===== src/rtl/phase_gen_pkg.sv =====
// phase_gen shared types: FSM state encoding and
// the phase-count clamp used when loading len.
package phase_gen_pkg;

  typedef enum logic [1:0] {
    IDLE      = 2'd0,
    RUN       = 2'd1,
    STEP_WAIT = 2'd2,
    HALTED    = 2'd3
  } state_t;

  function automatic int unsigned clamp_len(
    input int unsigned len,
    input int unsigned maxp
  );
    if (len == 0 || len > maxp) begin
      return maxp;
    end
    return len;
  endfunction

endpackage


===== src/rtl/phase_gen_if.sv =====
// Control/status bundle between the sequencer driver
// (master) and the phase generator (slave).
interface phase_gen_if #(
  parameter int MAX_PHASES = 8,
  parameter int LEN_W      = $clog2(MAX_PHASES + 1)
);
  logic                  run;
  logic                  stall;
  logic [LEN_W-1:0]      len;
  logic                  step_mode;
  logic                  step;
  logic                  halt;
  logic                  resume;
  logic [MAX_PHASES-1:0] T;
  logic [LEN_W-1:0]      phase;
  logic                  instr_start;
  logic                  instr_done;
  logic                  halted;
  logic [1:0]            state;

  modport master (
    output run, stall, len, step_mode,
    output step, halt, resume,
    input  T, phase, instr_start,
    input  instr_done, halted, state
  );

  modport slave (
    input  run, stall, len, step_mode,
    input  step, halt, resume,
    output T, phase, instr_start,
    output instr_done, halted, state
  );
endinterface


===== src/rtl/phase_onehot_dec.sv =====
// Binary phase index to one-hot beat vector.
// Out-of-range indices decode to all zeros.
module phase_onehot_dec #(
  parameter int N = 8,
  parameter int W = 4
) (
  input  logic [W-1:0] i_phase,
  output logic [N-1:0] o_onehot
);

  always_comb begin
    o_onehot = '0;
    for (int i = 0; i < N; i++) begin
      o_onehot[i] = (i_phase == W'(i));
    end
  end

endmodule


===== src/rtl/phase_gen.sv =====
// CPU beat generator: one-hot phase vector with
// per-instruction length, stall, step and halt.
import phase_gen_pkg::*;

module phase_gen #(
  parameter int MAX_PHASES = 8,
  parameter int LEN_W      = $clog2(MAX_PHASES + 1)
) (
  input  logic        sys_clk,
  input  logic        sys_rst,
  phase_gen_if.slave  bus
);

  state_t                r_state;
  state_t                w_state_nxt;
  logic [LEN_W-1:0]      r_phase;
  logic [LEN_W-1:0]      w_phase_nxt;
  logic [LEN_W-1:0]      r_len_q;
  logic [LEN_W-1:0]      w_len_nxt;
  logic                  r_pend;
  logic                  w_pend_nxt;
  logic                  r_start;
  logic                  r_halted;
  logic [MAX_PHASES-1:0] r_T;
  logic [MAX_PHASES-1:0] w_onehot;
  logic                  w_last;
  logic                  w_halt_any;
  logic                  w_load;
  logic                  w_run_nxt;

  assign w_last     = (r_phase == r_len_q - LEN_W'(1));
  assign w_halt_any = r_pend | bus.halt;
  assign w_run_nxt  = (w_state_nxt == RUN);

  always_comb begin
    w_state_nxt = r_state;
    w_phase_nxt = r_phase;
    w_len_nxt   = r_len_q;
    w_load      = 1'b0;
    unique case (r_state)
      IDLE: begin
        if (w_halt_any)   w_state_nxt = HALTED;
        else if (bus.run) w_load      = 1'b1;
      end
      STEP_WAIT: begin
        if (w_halt_any)    w_state_nxt = HALTED;
        else if (bus.step) w_load      = 1'b1;
      end
      HALTED: begin
        if (bus.resume) w_load = 1'b1;
      end
      RUN: begin
        if (!bus.stall) begin
          if (!w_last)            w_phase_nxt = r_phase + LEN_W'(1);
          else if (w_halt_any)    w_state_nxt = HALTED;
          else if (!bus.run)      w_state_nxt = IDLE;
          else if (bus.step_mode) w_state_nxt = STEP_WAIT;
          else                    w_load      = 1'b1;
        end
      end
      default: w_state_nxt = IDLE;
    endcase
    if (w_load) begin
      w_state_nxt = RUN;
      w_phase_nxt = '0;
      w_len_nxt   = LEN_W'(clamp_len(32'(bus.len), MAX_PHASES));
    end
    if (w_state_nxt != RUN) w_phase_nxt = '0;
    // pending halt is consumed by entering HALTED; ignored while halted
    w_pend_nxt = r_pend;
    if (w_state_nxt == HALTED)             w_pend_nxt = 1'b0;
    else if (bus.halt && r_state != HALTED) w_pend_nxt = 1'b1;
  end

  phase_onehot_dec #(
    .N (MAX_PHASES),
    .W (LEN_W)
  ) u_dec (
    .i_phase  (w_phase_nxt),
    .o_onehot (w_onehot)
  );

  always_ff @(posedge sys_clk) begin
    if (sys_rst) begin
      r_state  <= IDLE;
      r_phase  <= '0;
      r_len_q  <= LEN_W'(MAX_PHASES);
      r_pend   <= 1'b0;
      r_T      <= '0;
      r_start  <= 1'b0;
      r_halted <= 1'b0;
    end else begin
      r_state  <= w_state_nxt;
      r_phase  <= w_phase_nxt;
      r_len_q  <= w_len_nxt;
      r_pend   <= w_pend_nxt;
      r_T      <= w_run_nxt ? w_onehot : '0;
      r_start  <= w_run_nxt && (w_phase_nxt == '0);
      r_halted <= (w_state_nxt == HALTED);
    end
  end

  assign bus.T           = r_T;
  assign bus.phase       = r_phase;
  assign bus.instr_start = r_start;
  assign bus.instr_done  = (r_state == RUN) && w_last && !bus.stall;
  assign bus.halted      = r_halted;
  assign bus.state       = r_state;

endmodule


===== src/flat_wrapper.sv =====
// flat-port wrapper written by rule: the top's interface ports become plain ports
module phase_gen_flat 
#(
  parameter int MAX_PHASES = 8,
  parameter int LEN_W      = $clog2(MAX_PHASES + 1)
)
  (sys_clk, sys_rst, bus_run, bus_stall, bus_len, bus_step_mode, bus_step, bus_halt, bus_resume, bus_T, bus_phase, bus_instr_start, bus_instr_done, bus_halted, bus_state);
  phase_gen_if #(.MAX_PHASES(MAX_PHASES), .LEN_W(LEN_W)) bus_i ();
  input  logic sys_clk;
  input  logic sys_rst;
  input wire logic [$bits(bus_i.run)-1:0] bus_run;
  input wire logic [$bits(bus_i.stall)-1:0] bus_stall;
  input wire logic [$bits(bus_i.len)-1:0] bus_len;
  input wire logic [$bits(bus_i.step_mode)-1:0] bus_step_mode;
  input wire logic [$bits(bus_i.step)-1:0] bus_step;
  input wire logic [$bits(bus_i.halt)-1:0] bus_halt;
  input wire logic [$bits(bus_i.resume)-1:0] bus_resume;
  output wire logic [$bits(bus_i.T)-1:0] bus_T;
  output wire logic [$bits(bus_i.phase)-1:0] bus_phase;
  output wire logic [$bits(bus_i.instr_start)-1:0] bus_instr_start;
  output wire logic [$bits(bus_i.instr_done)-1:0] bus_instr_done;
  output wire logic [$bits(bus_i.halted)-1:0] bus_halted;
  output wire logic [$bits(bus_i.state)-1:0] bus_state;
  assign bus_i.run = bus_run;
  assign bus_i.stall = bus_stall;
  assign bus_i.len = bus_len;
  assign bus_i.step_mode = bus_step_mode;
  assign bus_i.step = bus_step;
  assign bus_i.halt = bus_halt;
  assign bus_i.resume = bus_resume;
  assign bus_T = bus_i.T;
  assign bus_phase = bus_i.phase;
  assign bus_instr_start = bus_i.instr_start;
  assign bus_instr_done = bus_i.instr_done;
  assign bus_halted = bus_i.halted;
  assign bus_state = bus_i.state;
  phase_gen #(.MAX_PHASES(MAX_PHASES), .LEN_W(LEN_W)) u_core (.sys_clk(sys_clk), .sys_rst(sys_rst), .bus(bus_i));
endmodule

===== config.mk =====
export PLATFORM = sky130hd
export DESIGN_NAME = phase_gen_flat
export DESIGN_NICKNAME = d
export VERILOG_FILES = /design/src/rtl/phase_gen_pkg.sv /design/src/rtl/phase_gen_if.sv /design/src/rtl/phase_onehot_dec.sv /design/src/rtl/phase_gen.sv /design/src/flat_wrapper.sv
export SDC_FILE = /design/constraint.sdc
export NUM_CORES = 1
export LEC_CHECK = 0
export BUFFER_PORTS_ARGS = -buffer_cell sky130_fd_sc_hd__buf_2
export CAP_MARGIN = 20
export CORE_MARGIN = 8
export CORE_UTILIZATION = 45
export DETAILED_ROUTE_END_ITERATION = 10
export PLACE_DENSITY = 0.85
export SYNTH_ARGS = -nofsm -noshare
export SYNTH_HDL_FRONTEND = slang
export SYNTH_SLANG_ARGS = --single-unit

===== constraint.sdc =====
create_clock -name sys_clk -period 2.25 [get_ports sys_clk]
set_clock_uncertainty 0.15 [all_clocks]
set_input_delay 0.1125 -clock sys_clk [delete_from_list [all_inputs] [get_ports sys_clk]]
set_output_delay 0.1125 -clock sys_clk [all_outputs]
set_load 0.03 [all_outputs]

# Yosys cells after proc, flatten, opt, wreduce, memory -nomap -nowiden
# Cells that the tools add are included.
[totals] reg_bits=21 inputBits=12 output_inout_bits=17 word_cells=67
[op_classes] n_addsub=2 magnitude_cmp=1 eq_ne=15 n_mux=28 bitwise=2 n_reduce_logical=12
[ops] cell="4-bit 2-to-1 mux" n=7
[ops] cell="4-bit by 3-bit == test with 1-bit output (second input constant)" n=4
[ops] cell="2-bit 2-to-1 mux" n=7
[ops] cell="1-bit 2-to-1 mux" n=12
[ops] cell="4-bit by 2-bit == test with 1-bit output (second input constant)" n=2
[ops] cell="4-bit zero test" n=2
[ops] cell="2-bit == test (second input constant)" n=3
[ops] cell="2-bit OR reduction" n=3
[ops] cell="4-bit by 1-bit adder with 4-bit output (second input constant)" n=1
[ops] cell="2-bit by 1-bit == test with 1-bit output (second input constant)" n=2
[ops] cell="4-bit by 1-bit == test with 1-bit output (second input constant)" n=1
[ops] cell="4-bit == test" n=1
[ops] cell="4-bit greater-than comparator (second input constant)" n=1
[ops] cell="1-bit logical AND" n=4
[ops] cell="1-bit case mux with 4 select lines" n=1
[ops] cell="2-bit case mux with 2 select lines" n=1
[ops] cell="4-bit by 1-bit subtractor with 4-bit output (second input constant)" n=1
[ops] cell="2-bit zero test" n=1
[ops] cell="2-bit by 1-bit inequality test with 1-bit output (second input constant)" n=1
[ops] cell="2-bit inequality test (second input constant)" n=1
[ops] cell="1-bit zero test" n=1
[ops] cell="1-bit logical OR" n=1
[ops] cell="1-bit NOT" n=1
[ops] cell="1-bit bitwise OR" n=1

# Depth between registers and ports, before layout
[logic_depth] word_depth=11 ltp_mapped=8 ltp_nobuf=8

# Cells and area by module
# Synthesis repeated with hierarchy kept, for this count alone.
[unflattened] hier_cells=134 area_unflattened_um2=1218.7
[by_module_without_submodules] mod="phase_gen" n_inst=1 cells_each=126 area_each_um2=1137.3 seq_area_each_um2=420.4
[by_module_without_submodules] mod="phase_onehot_dec" n_inst=1 cells_each=8 area_each_um2=81.3 seq_area_each_um2=0.0

# Worst setup path before layout
# No wires, ideal clock.
[synth_path] path_type="reg2reg" start="reg u_core.r_phase[2], in the netlist u_core.bus.phase[2]" end="reg u_core.r_T[3], in the netlist u_core.bus.T[3]" setup_ns=0.063 t_arrival_ns=2.141 t_required_ns=2.037 path_slack_ns=-0.104 path_stages_with_launch=7 n_path_buf=0 period_less_slack_ns=2.354 path_cell_list="dfxtp_1 -> xnor3_1 -> nand3_2 -> nor3_2 -> or3_4 -> or4_4 -> nor2_2"
[synth_via] elab_chain_len=8 elab_cells_between_ends=19 cone_classes="add/sub: 1; eq/ne: 4; mux: 12; bitwise: 1; reduce/logical: 1"
[synth_rtl] item="from (decl)" line_no="phase_gen.sv:16" source="logic [LEN_W-1:0] r_phase;"
[synth_rtl] item="from (signal assigned)" line_no="phase_gen.sv:94" source="r_phase <= w_phase_nxt;"
[synth_rtl] item="4-bit == test" line_no="phase_gen.sv:31" source="assign w_last = (r_phase == r_len_q - LEN_W'(1));"
[synth_rtl] item="1-bit 2-to-1 mux / 2-bit 2-to-1 mux (equally long branches)" line_no="phase_gen.sv:54" source="if (!w_last) w_phase_nxt = r_phase + LEN_W'(1);"
[synth_rtl] item="1-bit 2-to-1 mux / 2-bit 2-to-1 mux (equally long branches)" line_no="phase_gen.sv:53" source="if (!bus.stall) begin"
[synth_rtl] item="1-bit case mux with 4 select lines / 2-bit case mux with 2 select lines (equally long branches)" line_no="phase_gen.sv:40" source="unique case (r_state)"
[synth_rtl] item="2-bit 2-to-1 mux" line_no="phase_gen.sv:63" source="if (w_load) begin"
[synth_rtl] item="2-bit by 1-bit inequality test with 1-bit output / 2-bit by 1-bit == test with 1-bit output (equally long branches)" line_no="phase_gen.sv:68, phase_gen.sv:33"
[synth_rtl] item="4-bit 2-to-1 mux / 1-bit NOT (equally long branches)"
[synth_rtl] item="4-bit by 2-bit == test with 1-bit output / 2-bit OR reduction (equally long branches)"
[synth_rtl] item="to (signal assigned)" line_no="phase_gen.sv:97" source="r_T <= w_run_nxt ? w_onehot : '0;"
[synth_rtl] item="to (decl)" line_no="phase_gen.sv:24" source="logic [MAX_PHASES-1:0] r_T;"
# Several ways; a longest one is shown, not always the timed one.
# A chain may end at the register's enable or synchronous reset.

# Final worst setup path
[layout_path] start="reg u_core.r_len_q[0]" end="reg u_core.r_len_q[2]"
[layout_via] elab_chain_len=5
[layout_rtl] item="from (decl)" line_no="phase_gen.sv:18" source="logic [LEN_W-1:0] r_len_q;"
[layout_rtl] item="from (signal assigned)" line_no="phase_gen.sv:87" source="r_len_q <= LEN_W'(MAX_PHASES);"
[layout_rtl] item="from (signal assigned)" line_no="phase_gen.sv:95" source="r_len_q <= w_len_nxt;"
[layout_rtl] item="4-bit by 1-bit subtractor with 4-bit output" line_no="phase_gen.sv:31"
[layout_rtl] item="4-bit == test" line_no="phase_gen.sv:31"
[layout_rtl] item="1-bit 2-to-1 mux" line_no="phase_gen.sv:54"
[layout_rtl] item="1-bit 2-to-1 mux" line_no="phase_gen.sv:53"
[layout_rtl] item="1-bit case mux with 4 select lines" line_no="phase_gen.sv:40"
# Every way passes these cells.

==> results.cfg <==
[die]
core_area_um2 = 2210
die_x_um = 64.2
num_rows = 17
io_pins = 29
die_h_um = 64.2
die_area_um2 = 4120
start_util_pct = 47.3

[synthesis]
ys_warn_count = 0
synth_edf_count = 0
synth_ff_type = dfxtp_1
ys_seq_elements = 21
synthSimpleGateAreaFrac_pct = 31.1
syn_avg_cell_area_um2 = 8.86
syn_nets = 132
synth-compound-area-share_pct = 13.8
ys_seq_area_share_pct = 40.2
netlist_area_um2 = 1050
synthMuxAreaShare_pct = 2.03
synth.distinct_cells = 43
synth_top_family_by_area = simple AND/OR/NAND/NOR gates
async_reset_ff_share_pct = 0
synth_xor_xnor_area_share_pct = 8.73
synth_adder_area_share_pct = 2.39
syn_inst = 118

[critical_path]
worst-setup-path-type = reg2reg
ff2ff_path_depth = 9
startpoint = u_core.r_len_q[0]
required_ns = 2.34
cpPeakStageDelay_ns = 0.36
cp.arrival_ns = 2.28
r2r_slack_ns = 0.06
end_kind = flop
crit_chain = inv_2, ha_4, xor2_2, nand3_2, or2_4, o21ai_2, buf_4, nand3b_1, a21oi_1
timing.rr.end = u_core.r_len_q[2]
reg2reg_from = u_core.r_len_q[0]
critical_path.max_fanout = 5
cp_slowest_cell = dfxtp_2
worstSetupStartpointType = flop

[power]
fin_total_pwr_w = 0.000786
p_sw_w = 0.000246
comb_power_share_pct = 24.3
p_per_area_nw_per_um2 = 535
ir_drop_v = 0.000376
intPower_w = 0.000539
seqPwrFrac_pct = 51.7
clkPwrFrac_pct = 24.1
swShare_pct = 31.4
p_leak_nw = 0.663

[grt]
grt_use_total_pct = 13.6
grt.busiest_layer = met2
met2_usage_pct = 24.6
grt_first_pass_wirelength_um = 4700
gr-total-overflow = 0
grt_pass1_vias = 1073
antenna_found_initial = 0
grt_max_degree = 13
grt_use_met3_pct = 6.10
grt_util_met1_pct = 14.2

[clocking]
cts_tree = built
cts_buffer_depth = 2
clock_sinks = 21
path_clk_slew_ns = 0.13
htreeDepth = 1
clockRootBuffer = clkbuf_4
clock_latency_ns = 0.32
tritoncts.num_buffers = 3

[routing]
wl_per_cell_um = 15.2
first_pass_iters = 4
dr.first_iter.drc_count = 39
wirelength_um = 2940
antenna_left = 0
drc = 0
vias_per_cell = 5.49
vias = 1060

[place]
place.gp.congestion = 0.884
detailed_place_hpwl_um = 2140
placed_area_um2 = 1280
io_buffers = 28

[flow_run]
cap_violations = 0

[cells_and_area]
drive_gt1_share_pct = 43.0
final_area_um2 = 1470
register_area_um2 = 427
area_growth_pct = 40.3
final_common_cell = buf_2
fin_nets = 180
final.fill_count = 185
antenna_cells = 0
layout_common_cells = buf_2 (27), dfxtp_1 (16), nor2_1 (15)
multiInputGateArea_um2 = 676

[timing]
relSlewSlack_pct = 71.4
rsz0062_at_grt = true
slew_violations = 0
finalCriticalPeriod_ns = 2.19
fmax_mhz = 456
setup_violations = 0
worstMarginPinSlew_ns = 0.418
hold_viol_final = 0
period_share_pct = 97.4

[worst_hold_path]
hp-start = bus_resume
worst_hold_path_type = in2reg
worstHoldEndpoint = u_core.bus.state[1]
hold_depth = 4

[run_status]
status = completed
-- cell usage after synthesis, drive strengths merged, types with 2 or more instances --
cell / n / area, um^2
xnor2: 2 / 25.0
ha: 2 / 25.0
dfxtp: 21 / 420
nor3: 9 / 55.1
nand2b: 5 / 31.3
o21ai: 4 / 20.0
and3: 2 / 12.5
a21oi: 6 / 30.0
nor3b: 2 / 15.0
nand3: 3 / 20.0
xor2: 5 / 43.8
a31oi: 2 / 12.5
nand2: 6 / 22.5
inv: 3 / 11.3
a211o: 2 / 17.5
nor2: 19 / 76.3
or2: 2 / 12.5
nand3b: 4 / 30.0
-- kinds of logic after synthesis --
logic type | after synthesis
AO/OA/AOI/OAI | 22
XOR/XNOR | 8
adder cells (fa/ha/maj) | 2
buffers and inverters | 5
flip-flops | 21
multiplexers | 2
AND/OR/NAND/NOR | 58
-- worst max-delay path by stage --
stage | end
global placement | u_core.bus.T[7]
finish | u_core.r_len_q[2]
floorplan | u_core.bus.T[3]
CTS | bus_instr_done
global route | u_core.bus.instr_start
detailed placement | u_core.bus.T[7]
-- critical path, delay by kind of cell (launching register included) --
family / cells / cell delay (ns)
xor gates and xnor gates: 1 / 0.14
AOI/OAI and AO/OA: 2 / 0.39
adders and majority gates: 1 / 0.26
DFF: 1 / 0.36
and+or+nand+nor: 3 / 0.58
buffers and inverters: 2 / 0.21
-- power by group through the flow --
| stage | Clock [W] | Combinational [W] | Sequential, W |
|---|---|---|---|
| 2_1_floorplan | 0 | 0.0000836 | 0.000434 |
| 3_3_place_gp | 0 | 0.000154 | 0.000412 |
| 3_5_place_dp | 0 | 0.000161 | 0.000413 |
| 4_1_cts | 0.000193 | 0.000173 | 0.000404 |
| 5_1_grt | 0.000211 | 0.000204 | 0.000409 |
| 6_report | 0.000189 | 0.000191 | 0.000406 |
-- per-stage QoR --
step                cells  setup slack, ns   TNS, ns  util [%]  hold slack, ns
finish                193           0.0591         0      66.3           0.107
global route          193          -0.0118   -0.0249      66.3           0.126
CTS                   192          0.00665         0      63.3          0.0927
detailed placement    180         -0.00832  -0.00832      58.0           0.253
global placement      180           0.0702         0      58.0           0.237
floorplan             118           0.0224         0         -           0.119
-- repair_timing --
item | in CTS | in global routing
hold buffers | 7 | 0
endpoints found under the setup margin | 3 | 18
pin swaps | 2 | 10
buffers inserted | 1 | 1
endpoints found under the hold margin | 9 | 0
cloned | 0 | 0
gates resized for setup | 3 | 16
-- sequential cells by signal, indices dropped and copies added (netlist names) --
| register | cells |
|---|---|
| u_core.bus.instr_start | 1 |
| u_core.bus.phase | 4 |
| u_core.r_pend | 1 |
| u_core.bus.state | 2 |
| u_core.r_len_q | 4 |
| u_core.bus.T | 8 |
| u_core.bus.halted | 1 |
-- cell type report --
class / instances / share of cell area [%]
inverter: 3 / 0.767
timing repair buffer: 45 / 19.9
clock inverter: 1 / 0.341
sequential: 21 / 29.1
tap: 28 / 2.39
clock buffer: 3 / 1.53
multi-input combinational: 92 / 46.0
-- layer usage --
layer / part of all wire [%] / vias up
met5: 0 / -
met4: 0.92 / 0
met3: 11 / 4
met2: 49 / 54
met1: 40 / 486
li1: - / 516
Power figures use the tool's default switching activity.
